**src/rtl/alu_pkg.sv**
```systemverilog
// Shared definitions for the ALU operand stage: op-code enum, data width and
// the packed adder-operand payload produced by operand preparation.
package alu_pkg;

    localparam int unsigned DATA_W = 32;

    typedef enum logic [2:0] {
        ALU_ADD  = 3'd0,
        ALU_SUB  = 3'd1,
        ALU_SLT  = 3'd2,
        ALU_SLTU = 3'd3
    } alu_op_e;

    // op is kept as raw bits so illegal codes 4..7 are forwarded unchanged.
    typedef struct packed {
        logic [DATA_W-1:0] a;
        logic [DATA_W-1:0] b;
        logic              cin;
        logic              sub;
        logic              a_sign;
        logic              b_sign;
        logic              illegal;
        logic [2:0]        op;
    } adder_opnd_t;

endpackage

```
**src/rtl/alu_operand_prep.sv**
```systemverilog
// Combinational decode of op code and raw sources into the adder-operand
// payload; the stage registers its output.
module alu_operand_prep
    import alu_pkg::*;
(
    input  logic [2:0]        op_i,
    input  logic [DATA_W-1:0] rs1_i,
    input  logic [DATA_W-1:0] rs2_i,
    output adder_opnd_t       opnd_o
);

    always_comb begin
        opnd_o.a       = rs1_i;
        opnd_o.b       = rs2_i;
        opnd_o.cin     = 1'b0;
        opnd_o.sub     = 1'b0;
        opnd_o.a_sign  = rs1_i[DATA_W-1];
        opnd_o.b_sign  = rs2_i[DATA_W-1];
        opnd_o.illegal = 1'b0;
        opnd_o.op      = op_i;
        case (op_i)
            ALU_ADD: begin
                opnd_o.illegal = 1'b0;
            end
            ALU_SUB, ALU_SLT: begin
                opnd_o.b   = ~rs2_i;
                opnd_o.cin = 1'b1;
                opnd_o.sub = 1'b1;
            end
            ALU_SLTU: begin
                // Unsigned compare: operands carry no sign.
                opnd_o.b      = ~rs2_i;
                opnd_o.cin    = 1'b1;
                opnd_o.sub    = 1'b1;
                opnd_o.a_sign = 1'b0;
                opnd_o.b_sign = 1'b0;
            end
            default: begin
                opnd_o.illegal = 1'b1;
            end
        endcase
    end

endmodule

```
**src/rtl/alu_operand_stage.sv**
```systemverilog
// Registered operand stage in front of the adder with valid/ready handshake.
// Define ALU_OPERAND_SKID_EN for a two-entry skid buffer with registered in_ready.
module alu_operand_stage
    import alu_pkg::*;
#(
    parameter int unsigned TAG_W = 5
) (
    input  logic              clk,
    input  logic              rst_n,
    input  logic              flush,
    input  logic              in_valid,
    output logic              in_ready,
    input  logic [2:0]        in_op,
    input  logic [DATA_W-1:0] in_rs1,
    input  logic [DATA_W-1:0] in_rs2,
    input  logic [TAG_W-1:0]  in_tag,
    output logic              out_valid,
    input  logic              out_ready,
    output logic [DATA_W-1:0] add_a,
    output logic [DATA_W-1:0] add_b,
    output logic              add_cin,
    output logic              add_sub,
    output logic              add_a_sign,
    output logic              add_b_sign,
    output logic [2:0]        out_op,
    output logic [TAG_W-1:0]  out_tag,
    output logic              out_illegal
);

    adder_opnd_t prep;

    alu_operand_prep u_prep (
        .op_i   (in_op),
        .rs1_i  (in_rs1),
        .rs2_i  (in_rs2),
        .opnd_o (prep)
    );

    logic              accept;
    logic              consume;
    logic              main_valid_q, main_valid_d;
    adder_opnd_t       main_q, main_d;
    logic [TAG_W-1:0]  main_tag_q, main_tag_d;

    assign accept  = in_valid && in_ready;
    assign consume = main_valid_q && out_ready;

`ifdef ALU_OPERAND_SKID_EN
    logic              ready_q, ready_d;
    logic              skid_valid_q, skid_valid_d;
    adder_opnd_t       skid_q, skid_d;
    logic [TAG_W-1:0]  skid_tag_q, skid_tag_d;

    assign in_ready = ready_q && rst_n && !flush;

    always_comb begin
        main_valid_d = main_valid_q;
        main_d       = main_q;
        main_tag_d   = main_tag_q;
        skid_valid_d = skid_valid_q;
        skid_d       = skid_q;
        skid_tag_d   = skid_tag_q;
        if (flush) begin
            main_valid_d = 1'b0;
            skid_valid_d = 1'b0;
        end else begin
            if (consume) begin
                main_valid_d = skid_valid_q;
                main_d       = skid_q;
                main_tag_d   = skid_tag_q;
                skid_valid_d = 1'b0;
            end
            // A beat is only accepted while skid is empty, so it lands in
            // main when main frees up this cycle, otherwise in skid.
            if (accept) begin
                if (!main_valid_d) begin
                    main_valid_d = 1'b1;
                    main_d       = prep;
                    main_tag_d   = in_tag;
                end else begin
                    skid_valid_d = 1'b1;
                    skid_d       = prep;
                    skid_tag_d   = in_tag;
                end
            end
        end
        ready_d = !skid_valid_d;
    end

    always_ff @(posedge clk) begin
        if (!rst_n) begin
            ready_q      <= 1'b1;
            main_valid_q <= 1'b0;
            main_q       <= '0;
            main_tag_q   <= '0;
            skid_valid_q <= 1'b0;
            skid_q       <= '0;
            skid_tag_q   <= '0;
        end else begin
            ready_q      <= ready_d;
            main_valid_q <= main_valid_d;
            main_q       <= main_d;
            main_tag_q   <= main_tag_d;
            skid_valid_q <= skid_valid_d;
            skid_q       <= skid_d;
            skid_tag_q   <= skid_tag_d;
        end
    end
`else
    assign in_ready = rst_n && !flush && (!main_valid_q || out_ready);

    always_comb begin
        main_valid_d = main_valid_q;
        main_d       = main_q;
        main_tag_d   = main_tag_q;
        if (flush) begin
            main_valid_d = 1'b0;
        end else if (accept) begin
            main_valid_d = 1'b1;
            main_d       = prep;
            main_tag_d   = in_tag;
        end else if (consume) begin
            main_valid_d = 1'b0;
        end
    end

    always_ff @(posedge clk) begin
        if (!rst_n) begin
            main_valid_q <= 1'b0;
            main_q       <= '0;
            main_tag_q   <= '0;
        end else begin
            main_valid_q <= main_valid_d;
            main_q       <= main_d;
            main_tag_q   <= main_tag_d;
        end
    end
`endif

    assign out_valid   = main_valid_q;
    assign add_a       = main_q.a;
    assign add_b       = main_q.b;
    assign add_cin     = main_q.cin;
    assign add_sub     = main_q.sub;
    assign add_a_sign  = main_q.a_sign;
    assign add_b_sign  = main_q.b_sign;
    assign out_illegal = main_q.illegal;
    assign out_op      = main_q.op;
    assign out_tag     = main_tag_q;

endmodule

```
**config.mk**
```make
export PLATFORM = sky130hd
export DESIGN_NAME = alu_operand_stage
export DESIGN_NICKNAME = d
export VERILOG_FILES = /design/src/rtl/alu_pkg.sv /design/src/rtl/alu_operand_prep.sv /design/src/rtl/alu_operand_stage.sv
export SDC_FILE = /design/constraint.sdc
export NUM_CORES = 1
export LEC_CHECK = 0
export CAP_MARGIN = 20
export CORE_MARGIN = 4
export CORE_UTILIZATION = 40
export CTS_CLUSTER_SIZE = 40
export DETAILED_ROUTE_END_ITERATION = 16
export HOLD_SLACK_MARGIN = 0.1
export PLACE_DENSITY = 0.81
export SYNTH_ARGS = -nofsm -noshare
export SYNTH_HDL_FRONTEND = slang
export SYNTH_SLANG_ARGS = --single-unit
```
**constraint.sdc**
```tcl
create_clock -name clk -period 1.6 [get_ports clk]
set_input_delay 0.24 -clock clk [delete_from_list [all_inputs] [get_ports clk]]
set_output_delay 0.24 -clock clk [all_outputs]
set_load 0.01 [all_outputs]
```
==> impl_metrics.yaml <==
route:
  detail-route-antenna-nets: 0
  vias: 2858
  wl_per_cell_um: 14.3
  drt_iter0_drc: 59
  drc: 0
  vias_per_cell: 4.77
  dr.pass1.iters: 4
  routed_wirelength_mm: 8.54
global_route:
  grt.busiest_layer: "met2"
  use_met2_pct: 32.5
  gr-usage-met1_pct: 21.9
  use_met3_pct: 5.92
  antenna_found_initial: 0
  grt_pass1_vias: 2863
  grt_pass1_wl_mm: 13.5
  grtUsageTotal_pct: 19.0
  grt_overflow_total: 0
  grt_max_degree: 77
place:
  hpwl_mm: 6.30
  portBuffers: 155
  gp_congestion: 0.687
layout:
  final_util_pct: 67.9
  area_delta_synth_final_pct: 63.4
  fill_cells: 618
  diodes: 0
  drive_above_1_share_pct: 7.00
  finalNetCount: 573
worst_setup_path:
  worst-setup-path-type: "reg -> out"
  required_ns: 1.36
  cp.depth: 1
  worstSetupEndpoint: "add_cin"
  worstPathCellList: "clkdlybuf4s50_1"
  r2r_setup_slack_ns: 0.28
  r2r-start: "out_valid$_SDFFE_PP0P_"
  critPathSlowestCell: "clkdlybuf4s50_1"
  endpoint_kind: "output port"
  cp.arrival_ns: 1.27
  critPathLaunch: "add_cin$_SDFFE_PN0P_"
  start_kind: "flip-flop"
  critPathMaxFanout: 3
  worstRegToRegCells: 6
  max_stage_delay_ns: 0.55
  critPathBufInv: 1
  cp_top_family: "buffers and inverters"
  reg2reg_to: "add_a[23]$_SDFFE_PN0P_"
cts:
  cts_root_buffer: "clkbuf_8"
  clock_latency_ns: 0.34
  post-cts-setup-buffers: 0
  hold_buffers: 0
  cts_buffer_depth: 2
  numCtsBuffers: 9
  clk_pin_slew_worst_paths_ns: 0.08
  cts_tree: "done"
  cts_num_sinks: 77
  htreeDepth: 3
floorplanning:
  die_area_um2: 9040
  die_width_um: 95.1
  rows: 31
  core_um2: 7290
  start_util_pct: 41.6
  io_pins: 156
  die-height_um: 95.1
yosys:
  synth_nets: 421
  async_reset_ff_share_pct: 0
  ys_seq_elements: 77
  synth_warnings: 0
  synth-edff-count: 0
  yosys.cell_count.top_type: "nand2_1"
  synth.top_cell.area_share_pct: 50.8
  synthFlopType: "dfxtp_1"
  syn_avg_cell_area_um2: 8.81
  yosysTopAreaCell: "dfxtp_1"
  netlist_area_um2: 3030
  syn_inst: 344
  yosys-top-cells-count: "nand2_1 (84), dfxtp_1 (77), a21boi_0 (38)"
  synth_area_leaders: "dfxtp_1 (51%), nand2_1 (10%), a21boi_0 (9.4%)"
  ys_seq_area_share_pct: 50.8
  ys_types: 24
sta:
  max_slew.worst_pin.slew_ns: 0.611
  max_freq_mhz: 664
  clock_skew_ns: 0.00746
  hold_viol_final: 0
  slew_headroom_pct: 59.3
  rsz0062_at_grt: "no"
  period_needed_ns: 1.51
  period_share_pct: 94.2
  hold_ws_ns: 0.201
  drv_slew: 0
  fin_setup_tns_ns: 0
  finalSetupViolCount: 0
pwr:
  leakagePower_nw: 1.82
  power_density_nw_per_um2: 876
  ir_drop_mv: 0.465
run_status:
  status: "finished clean"
run:
  maxCapViolations: 0
worst_hold_path:
  hp-class: "in -> reg"
-- sequential cells by signal, indices dropped and copies added, names as in the netlist --
name         flops
add_a           32
add_a_sign       1
add_b           32
add_b_sign       1
add_cin          1
out_illegal      1
out_op           3
out_tag          5
out_valid        1
-- report_power, final --
group | leakage [nW] | switching (mW) | internal (mW)
Sequential | 0.627 | 0.0392 | 2.00
Combinational | 1.08 | 0.279 | 0.425
Clock | 0.112 | 0.695 | 0.905
-- final cells by class --
class	instances	area, µm²	share of cell area, %
Timing Repair Buffer	170	1730	35.0
Multi-Input combinational cell	238	1340	27.1
Sequential cell	77	1540	31.1
Tap cell	99	124	2.50
Clock inverter	5	75.1	1.52
Clock buffer	10	138	2.78
-- cell usage in the layout (no fill, tap or decap), drive strengths merged, types with 2 or more instances in the layout --
cell,netlist,layout
clkdlybuf4s50,0,153
nand2,84,84
dfxtp,77,77
a21boi,44,44
xor2,32,32
a21oi,32,32
o21ai,32,32
buf,16,16
clkbuf,13,10
nor2,3,3
clkinv,0,3
nand3,3,3
nand2b,2,2
bufinv,0,2
-- kinds of logic after synthesis --
group	share of synthesized area, %
buffers and inverters	5.24
AO/OA/AOI/OAI	21.7
flip-flops	50.8
AND/OR/NAND/NOR	13.0
XOR/XNOR	9.24
-- metal layers --
layer,vias up,routed length (µm)
met3,16,642
met4,0,193
met2,106,4190
met1,1304,3520
li1,1432,-
met5,-,0
-- how the worst min path moves through the flow --
stage	start	slack, ns	depth (start not counted)	to
6_report	rst_n	0.20	3	out_valid$_SDFFE_PP0P_
5_1_grt	rst_n	0.20	3	out_valid$_SDFFE_PP0P_
4_1_cts	rst_n	0.19	3	out_valid$_SDFFE_PP0P_
3_5_place_dp	add_a[3]$_SDFFE_PN0P_	0.45	2	add_a[3]$_SDFFE_PN0P_
3_3_place_gp	add_a[4]$_SDFFE_PN0P_	0.44	2	add_a[4]$_SDFFE_PN0P_
2_1_floorplan	in_valid	0.36	2	out_valid$_SDFFE_PP0P_
-- timing repair --
item / CTS / global route
resized for setup: 1 / 0
hold endpoints to repair: 0 / 0
setup endpoints to repair: 1 / 0
-- stage by stage --
stage          instances  power, mW  cell area [µm²]  worst slack (ns)
4_1_cts              599       4.37             4950            0.0711
3_3_place_gp         584       2.77             4740           -0.0916
3_5_place_dp         584       2.79             4740            -0.151
2_1_floorplan        344       2.35             3030             0.340
5_1_grt              599       4.53             4950            0.0257
6_report             599       4.34             4950            0.0930
(Power assumes the default switching activity.)
